===== config.mk =====
export PLATFORM = sky130hd
export DESIGN_NAME = instr_cycle_fsm
export DESIGN_NICKNAME = d
export VERILOG_FILES = /design/src/rtl/instr_cycle_fsm.sv
export SDC_FILE = /design/constraint.sdc
export NUM_CORES = 1
export LEC_CHECK = 0
export BUFFER_PORTS_ARGS = -buffer_cell sky130_fd_sc_hd__buf_2
export CAP_MARGIN = 0
export CORE_AREA = 10 10 47 49
export CTS_CLUSTER_DIAMETER = 40
export CTS_CLUSTER_SIZE = 20
export DETAILED_ROUTE_END_ITERATION = 8
export DIE_AREA = 0 0 57 59
export HOLD_SLACK_MARGIN = 0.08
export PLACE_DENSITY_LB_ADDON = 0.05
export SYNTH_ARGS = -nofsm -noshare
export SYNTH_HDL_FRONTEND = slang
export SYNTH_SLANG_ARGS = --single-unit

===== constraint.sdc =====
create_clock -name clk -period 1.6 [get_ports clk]
set_input_delay 0.4 -clock clk [delete_from_list [all_inputs] [get_ports clk]]
set_output_delay 0.4 -clock clk [all_outputs]
set_load 0.005 [all_outputs]

===== src/rtl/instr_cycle_fsm.sv =====
// Eight-phase instruction-cycle controller: drives fetch, execute and store strobes from phase, opcode and zero.
// Optional INSTR_HALT_LATCH_EN: HLT latches a sticky halted state that only reset clears.
module instr_cycle_fsm (
  input  logic       clk,
  input  logic       reset,
  input  logic       ena,
  input  logic [2:0] opcode,
  input  logic       zero,
  output logic       inc_pc,
  output logic       load_acc,
  output logic       load_pc,
  output logic       rd,
  output logic       wr,
  output logic       load_ir,
  output logic       datactl_ena,
  output logic       halt
);

  typedef enum logic [2:0] {
    S0 = 3'd0, S1 = 3'd1, S2 = 3'd2, S3 = 3'd3,
    S4 = 3'd4, S5 = 3'd5, S6 = 3'd6, S7 = 3'd7
  } state_t;

  localparam logic [2:0] OP_HLT  = 3'd0;
  localparam logic [2:0] OP_SKZ  = 3'd1;
  localparam logic [2:0] OP_ADD  = 3'd2;
  localparam logic [2:0] OP_ANDD = 3'd3;
  localparam logic [2:0] OP_XORR = 3'd4;
  localparam logic [2:0] OP_LDA  = 3'd5;
  localparam logic [2:0] OP_STO  = 3'd6;
  localparam logic [2:0] OP_JMP  = 3'd7;

  // Bit positions inside the packed strobe vector
  localparam int unsigned B_INC  = 7;
  localparam int unsigned B_LACC = 6;
  localparam int unsigned B_LPC  = 5;
  localparam int unsigned B_RD   = 4;
  localparam int unsigned B_WR   = 3;
  localparam int unsigned B_LIR  = 2;
  localparam int unsigned B_DCT  = 1;
  localparam int unsigned B_HALT = 0;

  function automatic state_t next_phase(input state_t ph);
    case (ph)
      S0:      return S1;
      S1:      return S2;
      S2:      return S3;
      S3:      return S4;
      S4:      return S5;
      S5:      return S6;
      S6:      return S7;
      S7:      return S0;
      default: return S0;
    endcase
  endfunction

  function automatic logic [7:0] decode(input state_t ph, input logic [2:0] op, input logic z);
    logic [7:0] v;
    logic       is_alu;
    logic       is_jmp;
    logic       is_sto;
    logic       is_skz;
    v      = 8'd0;
    is_alu = (op == OP_ADD) || (op == OP_ANDD) || (op == OP_XORR) || (op == OP_LDA);
    is_jmp = (op == OP_JMP);
    is_sto = (op == OP_STO);
    is_skz = (op == OP_SKZ);
    case (ph)
      S0: begin
        v[B_RD]  = 1'b1;
        v[B_LIR] = 1'b1;
      end
      S1: begin
        v[B_RD]  = 1'b1;
        v[B_LIR] = 1'b1;
        v[B_INC] = 1'b1;
      end
      S2: v = 8'd0;
      S3: begin
        v[B_INC]  = 1'b1;
        v[B_HALT] = (op == OP_HLT);
      end
      S4: begin
        v[B_LPC] = is_jmp;
        v[B_RD]  = is_alu;
        v[B_DCT] = is_sto;
      end
      S5: begin
        v[B_RD]   = is_alu;
        v[B_LACC] = is_alu;
        v[B_INC]  = (is_skz && z) || is_jmp;
        v[B_LPC]  = is_jmp;
        v[B_WR]   = is_sto;
        v[B_DCT]  = is_sto;
      end
      S6: begin
        v[B_DCT] = is_sto;
        v[B_RD]  = is_alu;
      end
      S7: v[B_INC] = is_skz && z;
      default: v = 8'd0;
    endcase
    return v;
  endfunction

  state_t     r_state;
  state_t     w_state_nxt;
  logic [7:0] r_strobe;
  logic [7:0] w_strobe_nxt;

`ifdef INSTR_HALT_LATCH_EN
  logic r_halted;
  logic w_halted_nxt;

  // Next phase/strobes; a latched halt outranks ena and parks the sequencer in S4
  always_comb begin
    w_state_nxt  = r_state;
    w_strobe_nxt = 8'd0;
    w_halted_nxt = r_halted;
    if (r_halted) begin
      w_state_nxt          = S4;
      w_strobe_nxt[B_HALT] = 1'b1;
    end else if (!ena) begin
      w_state_nxt = S0;
    end else begin
      w_strobe_nxt = decode(r_state, opcode, zero);
      w_state_nxt  = next_phase(r_state);
      w_halted_nxt = (r_state == S3) && (opcode == OP_HLT);
    end
  end

  // Phase, strobe and halted-flag registers
  always_ff @(posedge clk) begin
    if (reset) begin
      r_state  <= S0;
      r_strobe <= 8'd0;
      r_halted <= 1'b0;
    end else begin
      r_state  <= w_state_nxt;
      r_strobe <= w_strobe_nxt;
      r_halted <= w_halted_nxt;
    end
  end
`else
  // Next phase/strobes; ena low abandons the instruction and returns to S0
  always_comb begin
    w_state_nxt  = r_state;
    w_strobe_nxt = 8'd0;
    if (!ena) begin
      w_state_nxt = S0;
    end else begin
      w_strobe_nxt = decode(r_state, opcode, zero);
      w_state_nxt  = next_phase(r_state);
    end
  end

  // Phase and strobe registers
  always_ff @(posedge clk) begin
    if (reset) begin
      r_state  <= S0;
      r_strobe <= 8'd0;
    end else begin
      r_state  <= w_state_nxt;
      r_strobe <= w_strobe_nxt;
    end
  end
`endif

  assign inc_pc      = r_strobe[B_INC];
  assign load_acc    = r_strobe[B_LACC];
  assign load_pc     = r_strobe[B_LPC];
  assign rd          = r_strobe[B_RD];
  assign wr          = r_strobe[B_WR];
  assign load_ir     = r_strobe[B_LIR];
  assign datactl_ena = r_strobe[B_DCT];
  assign halt        = r_strobe[B_HALT];

endmodule


==> summary.md, run 1 <==
| Metric | Value |
|---|---|
| Critical path buffers and inverters | `0` |
| Syn Area/Cell | `10.01 sq um` |
| Post-Layout Cell Count | `~80` |
| DP Cell Count | `between 70 and 80` |
| Global route total overflow | `0` |
| Setup TNS | `0 ns` |
| # DRC | `0` |
| CTS root buf | `clkbuf_4` |
| Sequential share of power | `54.9%` |
| RePlAce Congestion | `around 0.64` |
| Global routing's busiest layer | `met2` |
| Max IR drop VDD | `~400 uV` |
| CP Cell Sequence | `ha_1 > o2111ai_1 > a311oi_1` |
| Clock Latency Late Sink | `between 0.2 and 0.3 ns` |
| HP Class | `in2reg` |
| Grt met1 use | `roughly 6.2%` |
| First-pass GRT wire length | `between 1.5 and 2 mm` |
| Setup bufs post-CTS | `0` |
| Skew final | `about 0.01 ns` |
| Max-Cap Viols | `0` |
| Cell family with most CP delay | `compound AO/OA/AOI/OAI gates` |
| WL/cell | `12.22 um` |
| Share of layout cells above drive strength 1 | `about 30%` |
| CTS Buffer Depth | `2` |
| Cts bufs inserted | `3` |
| Worst reg2reg path depth | `3` |
| Peak Freq | `0.8701 GHz` |
| Period minus WS final | `1.149 ns` |
| GR Layer Usage met3 | `4.077%` |
| Tcrit/Tclk final | `71.83%` |
| DP Wirelength | `around 790 um` |
| Total Nets Final | `75` |
| CTS resizes | `0` |
| Worst endpoint required time | `roughly 1.8 ns` |
| Largest net degree at the start of global routing | `8` |
| Worst-path fanout max | `6` |
| DR vias | `approximately 370` |
| Fill cells | `about 170` |
| Crit-path max cell delay | `0.38 ns` |
| Clock share of power | `36.4%` |
| Antenna Diode Count | `0` |
| Clk sink count | `11` |
| DIE AREA | `3363 sq um` |
| Fin area | `around 570 sq um` |
| Commonest non-fill, non-tap cell in the layout | `buf_2` |
| Drt first-iter violations | `5` |
| Cell Area, Synth | `roughly 460 sq um` |
| Post-synth cell types | `19` |
| Gate Count Post-Synth | `46` |
| Fin. Hold Viols | `0` |
| Least-Margin Pin Slew | `around 0.33 ns` |
| Final WL | `~970 um` |
| Int Pwr | `roughly 400 uW` |
| Tot Pwr | `slightly above 500 uW` |
| Most frequent cells in the layout | `14 x buf_2, 11 x dfxtp_1, 6 x nor2_1` |
| Core region area | `approximately 1400 sq um` |
| Met2 Usage GRT | `between 10% and 20%` |
| Post-synthesis register bit count | `11` |
| Finish-stage setup viols | `0` |
| CP Depth | `3` |
| Register area share after synthesis | `between 40% and 50%` |
| Post-DP Area | `around 540 sq um` |
| Die Wd | `roughly 57 um` |
| Crit. End Element | `flop` |
| Initial Util | `between 30% and 40%` |
| # IOs | `15` |
| Port-buffer cells | `14` |
| Syn nets | `57` |
| Area Overhead vs Synth | `23.91%` |
| CP arrival | `approximately 1.3 ns` |
| Number of global-route vias before repair | `377` |
| CP startpoint kind | `flop` |
| Max Slew Vio Count | `0` |
| Initial antenna violation count | `0` |
| Row cnt | `14` |
| Clk pin slew, worst setup/hold paths | `approximately 0.080 ns` |
| Worst hold stages | `3` |
| Slew margin rel. | `roughly 78%` |
| Die height | `between 50 and 60 um` |
| Post-cts hold buffer count | `0` |
| RSZ-0062 raised after global routing | `false` |
| CP Class | `reg2reg` |
| CP max-delay cell | `dfxtp_1` |
| Outcome | `finished, final reports clean` |
| Leakage | `between 0.0002 and 0.0003 uW` |
| Via/cell ratio | `~4.6` |
| Pwr Density | `around 900 nW/um^2` |
| Comb power frac | `approximately 8.7%` |
| Htree depth | `1` |
| Overall Global Routing Usage | `6.519%` |
| First-pass iteration count of the detailed router | `2` |
| Ys Warns | `0` |
| Antenna Violating Nets Remaining | `0` |
| Psw | `between 100 and 150 uW` |
| CTS tree | `done` |
| Switching part of the total | `24.05%` |
## routing by layer
layer / vias to the layer above / part of all wire [%]
met3: 0 / 7.4
met5: - / 0
met2: 7 / 50
met1: 167 / 43
li1: 192 / -
met4: 0 / 0
## final cells by class
cell class | count | area, sq um | share of cell area [%]
inverter | 4 | 15.01 | 2.632
clock buffer | 3 | 22.52 | 3.947
clock inverter | 1 | 5.005 | 0.8772
tap | 16 | 20.02 | 3.509
timing repair buffer | 14 | 70.07 | 12.28
sequential | 11 | 220.2 | 38.60
multi-input combinational | 30 | 217.7 | 38.16
## cell families after synthesis
| logic type | Yosys count | synth area share (%) |
|---|---|---|
| compound gates | 5 | 8.967 |
| xor+xnor | 2 | 3.805 |
| fa+ha+maj | 4 | 10.87 |
| buf+inv | 5 | 4.891 |
| flops | 11 | 47.83 |
| simple gates | 19 | 23.64 |
## cell usage after synthesis, drive strengths merged
master / n / area share (%)
dfxtp: 11 / 48
nor2: 6 / 4.9
ha: 4 / 11
inv: 4 / 3.3
nor3: 4 / 4.3
nand2: 3 / 2.4
a211oi: 2 / 3.3
nand3b: 2 / 6.0
a311oi: 1 / 1.9
and2: 1 / 1.4
buf: 1 / 1.6
nand2b: 1 / 1.4
nand4: 1 / 1.4
nor4b: 1 / 1.9
o2111ai: 1 / 1.9
o31a: 1 / 1.9
xnor2: 1 / 1.9
xor2: 1 / 1.9
## sequential cells by signal, summed over array words and instances (netlist names)
name / cells
r_state: 3
r_strobe: 8
## worst reg2reg max path, delay by kind of cell, from the launching register on
kind,cells,cell delay [ns]
fa+ha+maj,1,0.27
compound gates,2,0.40
flops,1,0.38
## path summary, 6_finish.rpt
path / end / startpoint / slack, ns
max: r_strobe[7] / r_state[0] / 0.45
min: r_strobe[6] / ena / 0.41
max reg2reg: r_strobe[7] / r_state[0] / 0.45
min reg2reg: r_state[0] / r_state[0] / 0.52
## per-stage QoR
step	util [%]	setup slack, ns	hold WS, ns
2_1_floorplan	-	0.5663	0.4764
3_3_place_gp	38.75	0.4500	0.5060
3_5_place_dp	38.75	0.4447	0.5082
4_1_cts	40.71	0.4295	0.3937
5_1_grt	40.71	0.3095	0.3835
6_report	40.71	0.4507	0.4057
## power by group through the flow
stage	logic, uW	clock network [uW]	registers (uW)
floorplan	23.7	0	290
global placement	45.9	0	290
detailed placement	45.5	0	290
CTS	45.9	199	283
global route	50.9	223	284
finish	44.8	188	283
No activity file was read; power rests on OpenSTA's default activity.
==> inputs of run 2 (changes only) <==
--- a/config.mk
+++ b/config.mk
@@ -5,6 +5,7 @@
 export SDC_FILE = /design/constraint.sdc
 export NUM_CORES = 1
 export LEC_CHECK = 0
+export ABC_AREA = 1
 export BUFFER_PORTS_ARGS = -buffer_cell sky130_fd_sc_hd__buf_2
 export CAP_MARGIN = 0
 export CORE_AREA = 10 10 47 49
==> constraint.sdc (replaced) <==
create_clock -name clk -period 1.05 [get_ports clk]
set_input_delay 0.2625 -clock clk [delete_from_list [all_inputs] [get_ports clk]]
set_output_delay 0.2625 -clock clk [all_outputs]
set_load 0.005 [all_outputs]
==> run 2 against run 1 <==
First-iteration DRC count down 80%. Sequential share of layout area down 5.7 points. Sequential power up 54%. Clock-buffer cell count up 1. Via count up 17%. Sequential cell count unchanged. Utilization up 8.2 points. Synthesized area up 4.9%. Cell area up 20%. Setup slack worse by 0.44 ns. Critical path type unchanged. Critical endpoint is now r_strobe[4]. Largest cell class is now multi-input combinational cells.
==> summary.md, run 2 <==
| Metric | Value |
|---|---|
| Outcome | `finished, final reports clean` |
| Largest Register | `r_strobe` |
| CP arrival | `1.19 ns (-0.13 ns)` |
| RSZ-0062 raised after global routing | `true` |
| Final WL | `994 um (+3.0%)` |
| Least-Margin Pin Slew | `0.2025 ns (-0.1301 ns)` |
| Worst endpoint required time | `1.20 ns (-0.57 ns)` |
| Most frequent cell after synthesis | `inv_1` |
| Global routing's busiest layer | `met2` |
| Adder-cell share of the synthesized area | `10.36% (-0.51 points)` |
| Antenna Violating Nets Remaining | `0 (unchanged)` |
| Global route total overflow | `0 (unchanged)` |
| Leakage | `0.0003196 uW (+21%)` |
| # IOs | `15 (unchanged)` |
| Syn nets | `71 (+25%)` |
| Multiplexer area fraction after synthesis | `0% (unchanged)` |
| Period minus WS final | `1.041 ns (-0.1083 ns)` |
| Peak Freq | `0.9606 GHz (+10%)` |
| First-pass iteration count of the detailed router | `2 (unchanged)` |
| Worst-path fanout max | `4 (-2)` |
| Largest net degree at the start of global routing | `8 (unchanged)` |
| Port-buffer cells | `14 (unchanged)` |
| Initial Util | `34.46% (+1.6 points)` |
| Finish-stage setup viols | `0 (unchanged)` |
| Pwr Density | `1197 nW/um^2 (+32%)` |
| CP startpoint kind | `flop` |
| Overall Global Routing Usage | `6.478% (-0.041 points)` |
| Regs by FF count | `r_strobe: 8 flops, r_state: 3 flops` |
| RePlAce Congestion | `0.7396 (+16%)` |
| Async SR Flop Fraction | `0% (unchanged)` |
| Cts bufs inserted | `3 (unchanged)` |
| Max reg flops | `8 (unchanged)` |
| WL/cell | `10.14 um (-17%)` |
| GR Layer Usage met3 | `4.721% (+0.64 points)` |
| Util after Layout | `48.93% (+8.2 points)` |
| Area Overhead vs Synth | `41.97%` |
| Drt first-iter violations | `1 (-4)` |
| CTS Buffer Depth | `2 (unchanged)` |
| Crit. End Element | `flop` |
| Via/cell ratio | `4.378 (-5.5%)` |
| Share of layout cells above drive strength 1 | `47.56% (+17 points)` |
| CTS root buf | `clkbuf_4` |
| Clk pin slew, worst setup/hold paths | `0.07 ns (about the same)` |
| Register area share after synthesis | `45.60% (-2.2 points)` |
| Number of synthesized flops with an enable pin | `0 (unchanged)` |
| Initial antenna violation count | `0 (unchanged)` |
| Row cnt | `14 (unchanged)` |
| Syn Area/Cell | `8.049 sq um (-20%)` |
| Xor-xnor portion of the synthesized cell area | `1.813% (-2.0 points)` |
| Tcrit/Tclk final | `99.14% (+27 points)` |
| Antenna Diode Count | `0 (unchanged)` |
| Synth top area share | `45.60% (-2.2 points)` |
| Largest family of logic cells by synthesized area | `simple AND/OR/NAND/NOR gates` |
| Grt met1 use | `5.797% (-0.35 points)` |
| Post-DP Area | `588.1 sq um (+8.3%)` |
| First-pass GRT wire length | `1.752 mm (+7.2%)` |
| Gate Count Post-Synth | `60 (+30%)` |
| Top_reg_cell synth | `dfxtp_1` |
| DIE AREA | `3363 sq um (unchanged)` |
| Clock Latency Late Sink | `0.26 ns (about the same)` |
| Number of global-route vias before repair | `442 (+17%)` |
| Die height | `59 um (unchanged)` |
| Clk sink count | `11 (unchanged)` |
| Max IR drop VDD | `715.8 uV (+80%)` |
| Core region area | `1401 sq um (unchanged)` |
| Post-synth top cells | `12 x inv_1, 11 x dfxtp_1, 9 x nand2_1` |
| DP Wirelength | `768.2 um (-2.9%)` |
| Max Slew Vio Count | `0 (unchanged)` |
| Top post-synthesis cells by area | `dfxtp_1 46%, ha_1 10%, inv_1 9.3%` |
| Post-Layout Cell Count | `98 (+24%)` |
| Slew margin rel. | `86.38% (+8.6 points)` |
| CTS tree | `done` |
| Post-Synth Simple-Gate Area | `26.68% (+3.0 points)` |
| # DRC | `0 (unchanged)` |
| Fin. Hold Viols | `0 (unchanged)` |
| Die Wd | `57 um (unchanged)` |
| Cell Area, Synth | `483.0 sq um (+4.9%)` |
| Total Nets Final | `94 (+25%)` |
| Most frequent cells in the layout | `14 x buf_2, 9 x dfxtp_1, 8 x nand2_1, 7 x nor2_1` |
| DP Cell Count | `92 (+23%)` |
| Synth area leader | `dfxtp_1` |
| CP Class | `reg2reg` |
| Ys Warns | `0 (unchanged)` |
| Post-synth cell types | `18 (-1)` |
| Htree depth | `1 (unchanged)` |
| Fin area | `685.7 sq um (+20%)` |
| HP Class | `in2reg` |
| Post-synthesis register bit count | `11 (unchanged)` |
| Skew final | `0.003462 ns (-0.006655 ns)` |
| DR vias | `429 (+17%)` |
| Commonest non-fill, non-tap cell in the layout | `buf_2` |
| Met2 Usage GRT | `11.32% (+1.2 points)` |
| Max-Cap Viols | `0 (unchanged)` |
| Compound-Gate Fraction of Synth Area | `5.440% (-3.5 points)` |
[run 2: cell types whose count changed after synthesis, moves of 2 or more]
cell      change
a211oi_1      -2
nor2_1        +2
nand2_1       +6
nand3_1       +3
nor3_1        -3
inv_1         +8
[run 2: where the power goes]
group          switching (uW)  internal [uW]  total, uW  leakage (uW)
clock network             136            147        282     0.0000150
registers                8.93            426        435     0.0000905
logic                    53.5           49.2        103      0.000214
[run 2: kinds of logic after synthesis]
group,after synthesis
fa+ha+maj,4
simple gates,27
compound gates,4
xor+xnor,1
flops,11
buf+inv,13
[run 2: worst paths after layout]
check	startpoint	endpoint	slack (ns)	cells past startpoint
setup / recovery	r_state[0]	r_strobe[4]	0.009	6
hold / removal	opcode[2]	r_strobe[0]	0.25	2
setup reg to reg	r_state[0]	r_strobe[4]	0.009	6
hold reg to reg	r_state[2]	r_state[2]	0.52	2
[run 2: per-layer routing]
layer  up-vias  wire [um]
met5         -          0
met4         0         10
met3         2         92
met2        11        497
met1       186        394
li1        230          -
[run 2: timing repair]
item	in CTS	in global routing
setup endpoints to repair	6	3
pin swaps	4	5
hold buffers	0	0
resized for setup	17	3
setup buffers	2	0
cloned	0	0
[run 2: area by class of cell]
type	count	area (sq um)
sequential	11	225.2
multi-input combinational	36	259.0
inverter	13	51.30
tap	16	20.02
clock buffer	4	26.28
timing repair buffer	18	103.9
fill	167	715.7
[run 2: stage by stage]
stage                     hold WS (ns)  setup TNS [ns]  total power (uW)  worst slack (ns)
after floorplan                 0.3391               0             486.8           0.01644
after global placement          0.5104         -0.2459             525.9          -0.08469
after detailed placement        0.5075         -0.2514             525.1          -0.09013
after CTS                       0.2493        -0.01525             833.8         -0.008565
after global routing            0.2676         -0.1939             869.1          -0.07464
final                           0.2518               0             820.4          0.009000
[run 2: critical path, stage by stage (launching register included)]
cell and delay, ns:
dfxtp_4 0.40, inv_4 0.05, ha_2 0.18, inv_2 0.05
nand2_2 0.05, o21ai_2 0.13, o21ai_1 0.07
==> inputs of run 3 (changes only) <==
--- a/config.mk
+++ b/config.mk
@@ -6,13 +6,13 @@
 export NUM_CORES = 1
 export LEC_CHECK = 0
 export ABC_AREA = 1
-export BUFFER_PORTS_ARGS = -buffer_cell sky130_fd_sc_hd__buf_2
 export CAP_MARGIN = 0
 export CORE_AREA = 10 10 47 49
 export CTS_CLUSTER_DIAMETER = 40
 export CTS_CLUSTER_SIZE = 20
 export DETAILED_ROUTE_END_ITERATION = 8
 export DIE_AREA = 0 0 57 59
+export DONT_BUFFER_PORTS = 1
 export HOLD_SLACK_MARGIN = 0.08
 export PLACE_DENSITY_LB_ADDON = 0.05
 export SYNTH_ARGS = -nofsm -noshare
==> run 3 against run 2 <==
Die area stayed put. Cell count is 13% lower. Critical path depth is 2 higher. Combinational power decreased by 15%. Non-clock buffer count decreased by 13. Routed wire length decreased by 0.40%. Total power down 1.2%. Clock-buffer cell count is 1 lower. Largest cell class unchanged. Highest routed layer unchanged.
==> summary.md, run 3 (synthesized netlist as in run 2, its figures left out) <==
| Metric | Value |
|---|---|
| Outcome | `finished, final reports clean` |
| Post-Layout Cell Count | `85 (-13%)` |
| Largest Register | `r_strobe` |
| Regs by FF count | `r_strobe: 8 flops, r_state: 3 flops` |
| RePlAce Congestion | `0.7600 (+2.8%)` |
| # IOs | `15 (unchanged)` |
| Core region area | `1401 sq um (unchanged)` |
| Fin area | `648.1 sq um (-5.5%)` |
| WHS | `0.1406 ns (-0.1112 ns)` |
| Peak Freq | `0.9742 GHz (+1.4%)` |
| First-pass iteration count of the detailed router | `4 (+2)` |
| Fill cells | `147 (-12%)` |
| Final WL | `990 um (-0.40%)` |
| Max IR drop VDD | `491.4 uV (-31%)` |
| Global route total overflow | `0 (unchanged)` |
| WL/cell | `11.65 um (+15%)` |
| # DRC | `0 (unchanged)` |
| CTS tree | `done` |
| DP Cell Count | `78 (-15%)` |
| Port-buffer cells | `0 (-14)` |
| CP Class | `reg2reg` |
| RSZ-0062 raised after global routing | `true` |
| DIE AREA | `3363 sq um (unchanged)` |
| DP Wirelength | `741 um (-3.5%)` |
| Row cnt | `14 (unchanged)` |
| CTS Buffer Depth | `2 (unchanged)` |
| Least-Margin Pin Slew | `0.2059 ns (+0.003423 ns)` |
| Skew final | `0.003709 ns (+0.0002471 ns)` |
| Setup slack, reg-to-reg | `0.02 ns (about the same)` |
| Number of global-route vias before repair | `448 (+1.4%)` |
| Total Nets Final | `81 (-14%)` |
| CP arrival | `1.20 ns (about the same)` |
| DR vias | `404 (-5.8%)` |
| Most frequent cells in the layout | `9 x dfxtp_1, 7 x nand2_1, 7 x nor2_1, 6 x inv_1, 5 x inv_2` |
| Worst reg2reg path depth | `8 (+2)` |
| Antenna Diode Count | `0 (unchanged)` |
| Htree depth | `1 (unchanged)` |
| First-pass GRT wire length | `1.773 mm (+1.2%)` |
| Post-DP Area | `518.0 sq um (-12%)` |
| Commonest non-fill, non-tap cell in the layout | `dfxtp_1` |
| Area Overhead vs Synth | `34.20%` |
| Worst Setup EP | `r_strobe[7]` |
| Leakage | `0.0002607 uW (-18%)` |
| Max-Cap Viols | `0 (unchanged)` |
| Share of layout cells above drive strength 1 | `43.48% (-4.1 points)` |
| CP startpoint kind | `flop` |
| Cts bufs inserted | `3 (unchanged)` |
| Worst-path fanout max | `2 (-2)` |
| CTS root buf | `clkbuf_4` |
| Initial Util | `34.46% (unchanged)` |
| Largest net degree at the start of global routing | `8 (unchanged)` |
| Setup TNS | `0 ns (unchanged)` |
| Slew margin rel. | `86.17% (-0.20 points)` |
| Max reg flops | `8 (unchanged)` |
| Clock Latency Late Sink | `0.27 ns (about the same)` |
| Fin. Hold Viols | `0 (unchanged)` |
| Clk pin slew, worst setup/hold paths | `0.07 ns (about the same)` |
| Crit path from | `r_state[1]` |
| Via/cell ratio | `4.753 (+8.6%)` |
| Crit. End Element | `flop` |
| Drt first-iter violations | `3 (+2)` |
| Antenna Violating Nets Remaining | `0 (unchanged)` |
| HP Class | `in2reg` |
| FF-to-FF Start | `r_state[1]` |
| Die Wd | `57 um (unchanged)` |
| Initial antenna violation count | `0 (unchanged)` |
| Finish-stage setup viols | `0 (unchanged)` |
| Clk sink count | `11 (unchanged)` |
| Critical R2R Capture | `r_strobe[7]` |
| Max Slew Vio Count | `0 (unchanged)` |
| Tcrit/Tclk final | `97.76% (-1.4 points)` |
| Die height | `59 um (unchanged)` |
| Period minus WS final | `1.026 ns (-0.01453 ns)` |
| Pwr Density | `1251 nW/um^2 (+4.5%)` |
| Worst endpoint required time | `1.22 ns (+0.02 ns)` |
| Overall Global Routing Usage | `6.638% (+0.16 points)` |
==> run 3: what timing repair did <==
item / in CTS / in global routing
endpoints found under the setup margin: 6 / 7
gates cloned: 0 / 0
endpoints found under the hold margin: 1 / 0
hold buffers: 1 / 0
setup buffers: 2 / 0
resized for setup: 9 / 16
pin swaps: 4 / 6
==> run 3: report_power, final <==
part / internal [uW] / total (uW) / switching [uW]
clock: 141 / 287 / 146
combinational: 42.3 / 87.5 / 45.1
sequential: 426 / 436 / 10.1
total: 610 / 811 / 201
==> run 3: area by class of cell <==
type	instances	area, sq um	share of cell area (%)
Clock buffer	3	22.52	3.475
Multi-Input combinational cell	36	277.8	42.86
Tap cell	16	20.02	3.089
Timing Repair Buffer	5	43.79	6.757
Clock inverter	1	5.005	0.7722
Sequential cell	11	225.2	34.75
Inverter	13	53.80	8.301
==> run 3: worst max-delay path, cell delays in order (launching register included) <==
cell	delay, ns
dfxtp_2	0.34
buf_6	0.12
ha_4	0.15
inv_2	0.06
nand2_2	0.05
nand3_2	0.06
nand3_2	0.05
nand2_1	0.07
inv_1	0.03
==> run 3: how the worst min path moves through the flow <==
| stage | endpoint | from | slack [ns] | cells after the start |
|---|---|---|---|---|
| after floorplan | r_strobe[0] | opcode[2] | 0.34 | 1 |
| after global placement | r_strobe[0] | opcode[2] | 0.35 | 1 |
| after detailed placement | r_strobe[0] | opcode[2] | 0.35 | 1 |
| after CTS | r_strobe[5] | opcode[2] | 0.12 | 2 |
| after global routing | r_strobe[5] | opcode[2] | 0.16 | 2 |
| final | r_strobe[5] | opcode[2] | 0.14 | 2 |
==> run 3: metrics by stage <==
stage / setup slack [ns] / utilization (%) / total power (uW)
global route: -0.06746 / 46.25 / 860.3
floorplan: 0.01644 / - / 486.8
global placement: -0.08966 / 36.96 / 502.9
finish: 0.02353 / 46.25 / 810.7
CTS: -0.01330 / 41.79 / 806.7
detailed placement: -0.08550 / 36.96 / 502.7
==> run 3: routing by layer <==
layer	global-route usage [%]	routed length [um]
met5	0	0
met4	4.027	32
met3	3.433	73
met2	11.78	500
met1	5.882	383
